--- src/rtl/uart_rx_fifo_if.sv ---
// Receive-FIFO read port and sticky error flags between the UART receiver and the core.
interface uart_rx_fifo_if;
  logic [7:0] o_data;
  logic       o_empty;
  logic       i_rd;
  logic       o_frame_err;
  logic       o_overflow;
  logic       i_clr_err;

  // Receiver side: presents FIFO head and flags, accepts pop and clear strobes.
  modport slave (
    output o_data,
    output o_empty,
    output o_frame_err,
    output o_overflow,
    input  i_rd,
    input  i_clr_err
  );

  // Consumer side: reads head and flags, drives pop and clear strobes.
  modport master (
    input  o_data,
    input  o_empty,
    input  o_frame_err,
    input  o_overflow,
    output i_rd,
    output i_clr_err
  );
endinterface

--- src/rtl/uart_rx_fifo.sv ---
// 8N1 UART receiver feeding a first-word-fall-through receive FIFO with sticky error flags.
module uart_rx_fifo #(
  parameter int unsigned G_BAUD_DIV   = 87,
  parameter int unsigned G_FIFO_DEPTH = 16
) (
  input  logic           i_clk,
  input  logic           i_rst_n,
  input  logic           i_uart_rx,
  uart_rx_fifo_if.slave  bus
);

  localparam int unsigned HALF = (G_BAUD_DIV - 1) / 2;
  localparam int unsigned CW   = $clog2(G_BAUD_DIV);
  localparam int unsigned AW   = $clog2(G_FIFO_DEPTH);
  localparam int unsigned PW   = AW + 1;

  // The counter is examined for zero on the edge it is observed, so the
  // start-bit load is one short to land the centre sample on N0+HALF.
  localparam logic [CW-1:0] START_LOAD = CW'(HALF - 1);
  localparam logic [CW-1:0] BIT_LOAD   = CW'(G_BAUD_DIV - 1);

  typedef enum logic [2:0] {
    ST_IDLE  = 3'd0,
    ST_START = 3'd1,
    ST_DATA  = 3'd2,
    ST_STOP  = 3'd3,
    ST_BREAK = 3'd4
  } state_t;

  state_t          state;
  logic [CW-1:0]   cnt;
  logic [2:0]      bit_idx;
  logic [7:0]      shreg;
  logic            rx_meta;
  logic            s_rx;

  logic [PW-1:0]   wr_ptr;
  logic [PW-1:0]   rd_ptr;
  logic [7:0]      mem [G_FIFO_DEPTH];
  logic            frame_err;
  logic            overflow;

  logic            cnt_zero_c;
  logic            stop_sample_c;
  logic            wr_req_c;
  logic            ferr_set_c;
  logic            empty_c;
  logic            full_c;
  logic            rd_en_c;
  logic            wr_en_c;
  logic            ovf_set_c;

  assign cnt_zero_c    = (cnt == '0);
  assign stop_sample_c = (state == ST_STOP) && cnt_zero_c;
  assign wr_req_c      = stop_sample_c && s_rx;
  assign ferr_set_c    = stop_sample_c && !s_rx;

  assign empty_c  = (wr_ptr == rd_ptr);
  assign full_c   = (wr_ptr[AW] != rd_ptr[AW]) && (wr_ptr[AW-1:0] == rd_ptr[AW-1:0]);
  assign rd_en_c  = bus.i_rd && !empty_c;
  // A pop on the same edge frees the slot, so a write into a full FIFO still lands.
  assign wr_en_c  = wr_req_c && (!full_c || rd_en_c);
  assign ovf_set_c = wr_req_c && full_c && !rd_en_c;

  // Two-flop synchronizer for the asynchronous serial line, idling high.
  always_ff @(posedge i_clk or negedge i_rst_n) begin
    if (!i_rst_n) begin
      rx_meta <= 1'b1;
      s_rx    <= 1'b1;
    end else begin
      rx_meta <= i_uart_rx;
      s_rx    <= rx_meta;
    end
  end

  // Frame FSM: start validation, mid-bit sampling, stop check and break hold-off.
  always_ff @(posedge i_clk or negedge i_rst_n) begin
    if (!i_rst_n) begin
      state   <= ST_IDLE;
      cnt     <= '0;
      bit_idx <= '0;
      shreg   <= '0;
    end else begin
      case (state)
        ST_IDLE: begin
          if (!s_rx) begin
            state <= ST_START;
            cnt   <= START_LOAD;
          end
        end
        ST_START: begin
          if (cnt_zero_c) begin
            if (s_rx) begin
              state <= ST_IDLE;
            end else begin
              state   <= ST_DATA;
              cnt     <= BIT_LOAD;
              bit_idx <= '0;
            end
          end else begin
            cnt <= cnt - CW'(1);
          end
        end
        ST_DATA: begin
          if (cnt_zero_c) begin
            shreg <= {s_rx, shreg[7:1]};
            cnt   <= BIT_LOAD;
            if (bit_idx == 3'd7) begin
              state <= ST_STOP;
            end else begin
              bit_idx <= bit_idx + 3'd1;
            end
          end else begin
            cnt <= cnt - CW'(1);
          end
        end
        ST_STOP: begin
          if (cnt_zero_c) begin
            state <= s_rx ? ST_IDLE : ST_BREAK;
          end else begin
            cnt <= cnt - CW'(1);
          end
        end
        ST_BREAK: begin
          if (s_rx) begin
            state <= ST_IDLE;
          end
        end
        default: state <= ST_IDLE;
      endcase
    end
  end

  // FIFO pointers with an extra wrap bit to tell full from empty.
  always_ff @(posedge i_clk or negedge i_rst_n) begin
    if (!i_rst_n) begin
      wr_ptr <= '0;
      rd_ptr <= '0;
    end else begin
      if (wr_en_c) wr_ptr <= wr_ptr + PW'(1);
      if (rd_en_c) rd_ptr <= rd_ptr + PW'(1);
    end
  end

  // FIFO storage; contents are don't-care until written, so no reset.
  always_ff @(posedge i_clk) begin
    if (wr_en_c) mem[wr_ptr[AW-1:0]] <= shreg;
  end

  // Sticky error flags; a new event outranks a clear on the same edge.
  always_ff @(posedge i_clk or negedge i_rst_n) begin
    if (!i_rst_n) begin
      frame_err <= 1'b0;
      overflow  <= 1'b0;
    end else begin
      if (ferr_set_c)         frame_err <= 1'b1;
      else if (bus.i_clr_err) frame_err <= 1'b0;
      if (ovf_set_c)          overflow  <= 1'b1;
      else if (bus.i_clr_err) overflow  <= 1'b0;
    end
  end

  assign bus.o_data      = mem[rd_ptr[AW-1:0]];
  assign bus.o_empty     = empty_c;
  assign bus.o_frame_err = frame_err;
  assign bus.o_overflow  = overflow;

endmodule

--- src/flat_wrapper.sv ---
// flat-port wrapper written by rule: the top's interface ports become plain ports
module uart_rx_fifo_flat 
#(
  parameter int unsigned G_BAUD_DIV   = 87,
  parameter int unsigned G_FIFO_DEPTH = 16
)
  (i_clk, i_rst_n, i_uart_rx, bus_o_data, bus_o_empty, bus_o_frame_err, bus_o_overflow, bus_i_rd, bus_i_clr_err);
  uart_rx_fifo_if bus_i ();
  input  logic i_clk;
  input  logic i_rst_n;
  input  logic i_uart_rx;
  output wire logic [$bits(bus_i.o_data)-1:0] bus_o_data;
  output wire logic [$bits(bus_i.o_empty)-1:0] bus_o_empty;
  output wire logic [$bits(bus_i.o_frame_err)-1:0] bus_o_frame_err;
  output wire logic [$bits(bus_i.o_overflow)-1:0] bus_o_overflow;
  input wire logic [$bits(bus_i.i_rd)-1:0] bus_i_rd;
  input wire logic [$bits(bus_i.i_clr_err)-1:0] bus_i_clr_err;
  assign bus_o_data = bus_i.o_data;
  assign bus_o_empty = bus_i.o_empty;
  assign bus_o_frame_err = bus_i.o_frame_err;
  assign bus_o_overflow = bus_i.o_overflow;
  assign bus_i.i_rd = bus_i_rd;
  assign bus_i.i_clr_err = bus_i_clr_err;
  uart_rx_fifo #(.G_BAUD_DIV(G_BAUD_DIV), .G_FIFO_DEPTH(G_FIFO_DEPTH)) u_core (.i_clk(i_clk), .i_rst_n(i_rst_n), .i_uart_rx(i_uart_rx), .bus(bus_i));
endmodule
--- config.mk ---
export PLATFORM = sky130hd
export DESIGN_NAME = uart_rx_fifo_flat
export DESIGN_NICKNAME = d
export VERILOG_FILES = /design/src/rtl/uart_rx_fifo_if.sv /design/src/rtl/uart_rx_fifo.sv /design/src/flat_wrapper.sv
export SDC_FILE = /design/constraint.sdc
export NUM_CORES = 1
export LEC_CHECK = 0
export ABC_AREA = 0
export ABC_CLOCK_PERIOD_IN_PS = 3500
export CELL_PAD_IN_SITES_DETAIL_PLACEMENT = 2
export CELL_PAD_IN_SITES_GLOBAL_PLACEMENT = 2
export CORE_ASPECT_RATIO = 0.5
export CORE_MARGIN = 4
export CORE_UTILIZATION = 40
export CTS_BUF_LIST = sky130_fd_sc_hd__clkbuf_16
export DETAILED_ROUTE_END_ITERATION = 8
export PLACE_DENSITY = 0.71
export RECOVER_POWER = 50
export SYNTH_ARGS = -nofsm -noshare
export SYNTH_HDL_FRONTEND = slang
export SYNTH_SLANG_ARGS = --single-unit
--- constraint.sdc ---
create_clock -name i_clk -period 3.5 [get_ports i_clk]
set_input_delay 0.7 -clock i_clk [delete_from_list [all_inputs] [get_ports i_clk]]
set_output_delay 0.7 -clock i_clk [all_outputs]
set_load 0.02 [all_outputs]
* After elaboration in Yosys (flattened, before gate mapping) *
Memory sizes are Yosys's and may differ from the RTL's.
Index checks and enable logic that the tools add are counted.

cells by class
  equal/unequal tests = 18
  $add $sub $neg = 4
  mux-type cells = 25
  reductions and logical operators = 23

operators by type and width
  cell                   number
  $mux W7                5
  $mux W3                11
  $pmux W7 S4            1
  $pmux W3 S5            1
  $add A5 B1 Y5 const B  2
  $ne A2 B1 Y1 const B   5
  $logic_and A1 B1 Y1    8
  $ne A2 B2 Y1 const B   4
  $logic_not A7 Y1       1
  $sub A7 B1 Y7 const B  1
  $eq A3 B2 Y1 const B   2
  $eq A3 B3 Y1 const B   2
  $pmux W3 S2            1
  $reduce_and A6 Y1      1
  $reduce_bool A2 Y1     3
  $eq A5 B5 Y1           1
  $mux W1                5
  $reduce_and A5 Y1      1
  $eq A4 B4 Y1           1
  $logic_not A1 Y1       4
  $reduce_and A4 Y1      1
  $reduce_bool A4 Y1     1
  $add A3 B1 Y3 const B  1
  $eq A3 B1 Y1 const B   1
  6 further kinds        6

word-level totals
  output and inout bits = 11
  memories = 1
  word-level logic and storage cells = 81
  input bits = 5
  RAM bits = 128
  register bits = 35

memory list
  memory      words  bits a word  read ports  clocked after Yosys merged registers in  wr ports  RTL line            text
  u_core.mem  16     8            1           0                                        1         uart_rx_fifo.sv:39  logic [7:0] mem [G_FIFO_DEPTH];

* Longest topological paths before layout *
  word-level depth = 7
  depth in mapped cells = 7
  mapped depth without buffers = 6

* Worst setup path before layout *
Ideal clock, no wire load.

  path kind = flip-flop to flip-flop
  from = reg u_core.cnt[0]
  to = mem u_core.mem[1][0] (enable)
  required time = 3117 ps
  slack = 736 ps
  period minus slack after synthesis = 2764 ps
  data arrival time = 2380 ps
  stages on the path, launching flop included = 8
  setup time = 383 ps
  buffers on the path = 1
  cell sequence = dfrtp_1 -> inv_1 -> ha_1 -> or3b_1 -> buf_2 -> nor4_4 -> o211ai_1 -> nor3_1

between the ends
  word-level cells in the longest chain between the ends = 6

ends and longest elaborated chain
  what                           RTL line             text
  start: declaration             uart_rx_fifo.sv:31   logic [CW-1:0] cnt;
  start signal: assignment       uart_rx_fifo.sv:101  cnt <= cnt - CW'(1);
  start signal: assignment       uart_rx_fifo.sv:114  cnt <= cnt - CW'(1);
  start signal: assignment       uart_rx_fifo.sv:121  cnt <= cnt - CW'(1);
  $logic_not A7 Y1               uart_rx_fifo.sv:53   assign cnt_zero_c = (cnt == '0);
  $logic_and A1 B1 Y1            uart_rx_fifo.sv:54   assign stop_sample_c = (state == ST_STOP) && cnt_zero_c;
  $logic_and A1 B1 Y1            uart_rx_fifo.sv:55   assign wr_req_c = stop_sample_c && s_rx;
  $logic_and A1 B1 Y1            uart_rx_fifo.sv:62   assign wr_en_c = wr_req_c && (!full_c || rd_en_c);
  $mux W1                        uart_rx_fifo.sv:147  if (wr_en_c) mem[wr_ptr[AW-1:0]] <= shreg;
  $mux W1 (not written as such)  uart_rx_fifo.sv:147
  end: declaration               uart_rx_fifo.sv:39

No other way between the ends.

* Worst setup path in the final report *
  from = reg u_core.rd_ptr[0]
  to = out bus_o_data[3]

between the ends
  word-level cells in the longest chain between the ends = 1

ends and longest elaborated chain
  what                      RTL line             text
  start: declaration        uart_rx_fifo.sv:38   logic [PW-1:0] rd_ptr;
  start signal: assignment  uart_rx_fifo.sv:141  if (rd_en_c) rd_ptr <= rd_ptr + PW'(1);
  $mem_v2 Z16 W8            n/a
  end: declaration          flat_wrapper.sv:12   output wire logic [$bits(bus_i.o_data)-1:0] bus_o_data;

No other way between the ends.

==> impl_metrics.json <==
{
  "max_stage_delay_ns": 0.56,
  "synth_area_sq_mm": 0.00684,
  "cts_buffers": 17,
  "drt_pass1_iterations": 4,
  "syn_to_final_growth_pct": 15.9,
  "timing.rr.start": "u_core.cnt[0]",
  "core_sq_mm": 0.0166,
  "finClkSkew_ns": 0.0123,
  "reg2reg_to": "u_core.mem[9][4]",
  "post-route-period-util_pct": 95.9,
  "maxCapViolations": 1,
  "pwr-share-seq_pct": 41.9,
  "power_leakage_nw": 2.81,
  "ys.warnings.count": 0,
  "grt_setup_unrepaired": "false",
  "worstMarginPinSlew_ns": 2.01,
  "netlist_instances": 403,
  "relSlewSlack_pct": -34.3,
  "holdPathEnd": "u_core.s_rx",
  "cts_buffer_depth": 2,
  "fmax_ghz": 0.298,
  "dieArea_sq_mm": 0.0194,
  "holdCritPathClass": "reg -> reg",
  "synth_edf_count": 128,
  "required_ns": 2.80,
  "avgSynthCellArea_sq_um": 17.0,
  "nets": 453,
  "drt_iter0_drc": 230,
  "whs_ns": 0.364,
  "crit_arrival_ns": 2.66,
  "grt-ovfl-total": 0,
  "num_antenna_cells": 0,
  "power_frac_comb_pct": 26.3,
  "drv_slew": 36,
  "critPathMaxFanout": 24,
  "postCtsHoldBufs": 0,
  "holdPathStages": 0,
  "path_clk_slew_ns": 0.06,
  "route.detailed.vias_per_inst": 5.59,
  "rows": 33,
  "place_hpwl_mm": 12.2,
  "p_int_mw": 3.78,
  "initial_core_util_pct": 41.3,
  "p_per_area_mw_per_mm2": 688,
  "setup.worst_path.start": "u_core.rd_ptr[0]",
  "wl_per_cell_microns": 26.6,
  "place_congestion": 0.816,
  "io_pins": 16,
  "clkPwrFrac_pct": 31.8,
  "grt_max_degree": 37,
  "wl_mm": 18.1,
  "min-delay-start": "u_core.rx_meta",
  "cp-start-kind": "register",
  "run_status": "complete, but fails checks",
  "final.min_clock_period_ns": 3.36,
  "h-tree-depth": 4,
  "drc_errors": 0,
  "portBuffers": 15,
  "layout-drive-gt1-share_pct": 23.2,
  "p_sw_share_pct": 30.8,
  "drtAntennaViolNets": 0,
  "vias": 3798,
  "critPathTopFamily": "buffers and inverters",
  "ys_seq_elements": 163,
  "die_w_microns": 193,
  "max-vdd-ir-drop_mv": 0.368,
  "clk_latency_ns": 0.42,
  "cts_tree": "yes",
  "grt_first_pass_wirelength_mm": 27.6,
  "async_reset_ff_share_pct": 21.5,
  "die_h_microns": 100,
  "r2r_setup_slack_ns": 0.52,
  "path_class": "reg -> out",
  "cp-end-kind": "primary output",
  "grt_usage_pct": 20.0,
  "path_cells": "buf_12 > mux4_2 > a211oi_1 > buf_4 > a21oi_1 > clkdlybuf4s50_1",
  "synth_seq_area_share_pct": 69.0,
  "failed_checks": "max-capacitance violations, max-slew violations",
  "setup_violations": 0,
  "ys_types": 53,
  "fin_tns_setup_ns": 0,
  "worstRegToRegCells": 7,
  "crit_slowest_cell": "clkdlybuf4s50_1",
  "grt_pass1_vias": 4257,
  "crit_buf_inv": 3,
  "synth_flop_cell": "edfxtp_1",
  "p_switching_mw": 1.68,
  "syn-num-nets": 416,
  "cts.sinks": 163,
  "antenna_found_initial": 0,
  "hold_viol": 0,
  "root_buffer": "clkbuf_16"
}
routing by layer:
metal,GRT usage (%),vias up,share of wire [%]
met5,0,-,0
met4,4.40,0,0.84
met3,4.43,14,2.7
met2,33.1,67,49
met1,27.5,2048,47
li1,-,1669,-
cell type report:
type / instances / area, sq um
clock buffers: 17 / 425
clock inverters: 14 / 116
fillers: 1535 / 8630
inverters: 11 / 41.3
multi-input cells: 206 / 1980
flip-flops and latches: 163 / 4720
well taps: 227 / 284
repair buffers: 41 / 360
placed cells by master, fill, tap and decap left out, types with 6 or more instances in the layout:
| master | instances |
|---|---|
| nor2_1 | 20 |
| mux2_2 | 11 |
| a21oi_1 | 19 |
| buf_4 | 23 |
| dfrtp_1 | 31 |
| nor3_1 | 9 |
| clkdlybuf4s50_1 | 13 |
| inv_1 | 14 |
| mux4_2 | 32 |
| nand2_1 | 7 |
| edfxtp_1 | 128 |
| ha_1 | 8 |
| clkinvlp_4 | 6 |
| nor2b_1 | 9 |
| clkbuf_16 | 17 |
| xnor2_1 | 9 |
| mux2i_1 | 9 |
| a211oi_1 | 10 |
| nand4_1 | 6 |
sequential cells by signal (all words and copies together) (netlist names):
name                    cells
u_core.s_rx                 1
u_core.rx_meta              1
u_core.state                3
u_core.mem                128
u_core.bit_idx              3
u_core.cnt                  7
u_core.bus.o_overflow       1
u_core.rd_ptr               5
u_core.bus.o_frame_err      1
u_core.shreg                8
u_core.wr_ptr               5
power by group through the flow:
stage / sequential (mW) / combinational [mW] / clock [mW]
2_1_floorplan: 2.23 / 1.01 / 0
3_3_place_gp: 2.33 / 1.35 / 0
3_5_place_dp: 2.35 / 1.40 / 0
4_1_cts: 2.28 / 1.46 / 1.76
5_1_grt: 2.29 / 1.55 / 1.87
6_report: 2.29 / 1.43 / 1.74
Yosys cell counts (2+ instances only):
cell | number | area [sq um]
xnor2_1 | 9 | 78.8
nor3_1 | 9 | 45.0
buf_2 | 9 | 45.0
mux2_2 | 11 | 124
o211ai_1 | 2 | 15.0
nor2_1 | 20 | 75.1
nand2b_1 | 2 | 12.5
nand4_1 | 6 | 37.5
nor4_4 | 2 | 42.5
inv_1 | 11 | 41.3
ha_1 | 8 | 100
a22o_1 | 4 | 35.0
or2_2 | 2 | 12.5
o21ai_0 | 3 | 15.0
o31a_1 | 2 | 17.5
a211oi_1 | 10 | 75.1
a221oi_1 | 2 | 17.5
buf_1 | 2 | 7.51
a21boi_0 | 2 | 15.0
nor2b_1 | 9 | 56.3
edfxtp_1 | 128 | 3840
a31o_2 | 2 | 17.5
xor2_1 | 5 | 43.8
dfstp_2 | 2 | 52.6
a21oi_1 | 19 | 95.1
mux2i_1 | 9 | 90.1
clkbuf_1 | 11 | 41.3
and3_1 | 2 | 12.5
nand3_1 | 5 | 25.0
o22ai_1 | 3 | 18.8
dfrtp_1 | 33 | 826
nand2_1 | 7 | 26.3
mux4_2 | 32 | 721
cell families after synthesis:
group,after synthesis,share of synthesized area [%]
AO/OA/AOI/OAI,59,5.91
XOR/XNOR,14,1.79
adder cells (fa/ha/maj),8,1.46
buffers and inverters,34,2.08
flip-flops,163,69.0
multiplexers,52,13.7
AND/OR/NAND/NOR,73,6.07
worst reg2reg max path: stages (launching register included):
cell and delay [ns]:
dfrtp_1 0.41, inv_1 0.08, ha_1 0.22, or3b_1 0.57, nor4_4 0.43, o211ai_1 0.35
nor3_1 0.35, buf_4 0.28
stage by stage:
| stage | worst slack [ns] | utilization [%] | instances | instance area [sq um] | power (mW) |
|---|---|---|---|---|---|
| 3_3_place_gp | 0.395 | 44.5 | 645 | 7370 | 3.69 |
| 5_1_grt | 0.0162 | 47.9 | 679 | 7930 | 5.71 |
| 4_1_cts | 0.00330 | 47.9 | 679 | 7930 | 5.50 |
| 6_report | 0.144 | 47.9 | 679 | 7930 | 5.46 |
| 2_1_floorplan | 0.736 | - | 403 | 6840 | 3.24 |
| 3_5_place_dp | 0.366 | 44.5 | 645 | 7370 | 3.75 |
what timing repair did:
action / in CTS / in global routing
resized for setup: 0 / 1
setup endpoints to repair: 3 / 1
endpoints found under the hold margin: 0 / 0
buffers inserted: 3 / 0
worst max path at each step:
stage,to,slack (ns),cells after the start
CTS,bus_o_data[3],0.003,6
floorplan,u_core.mem[1][0],0.74,7
global placement,bus_o_data[3],0.40,6
finish,bus_o_data[3],0.14,6
global route,bus_o_data[1],0.02,5
detailed placement,bus_o_data[1],0.37,5
(Power assumes the default switching activity.)
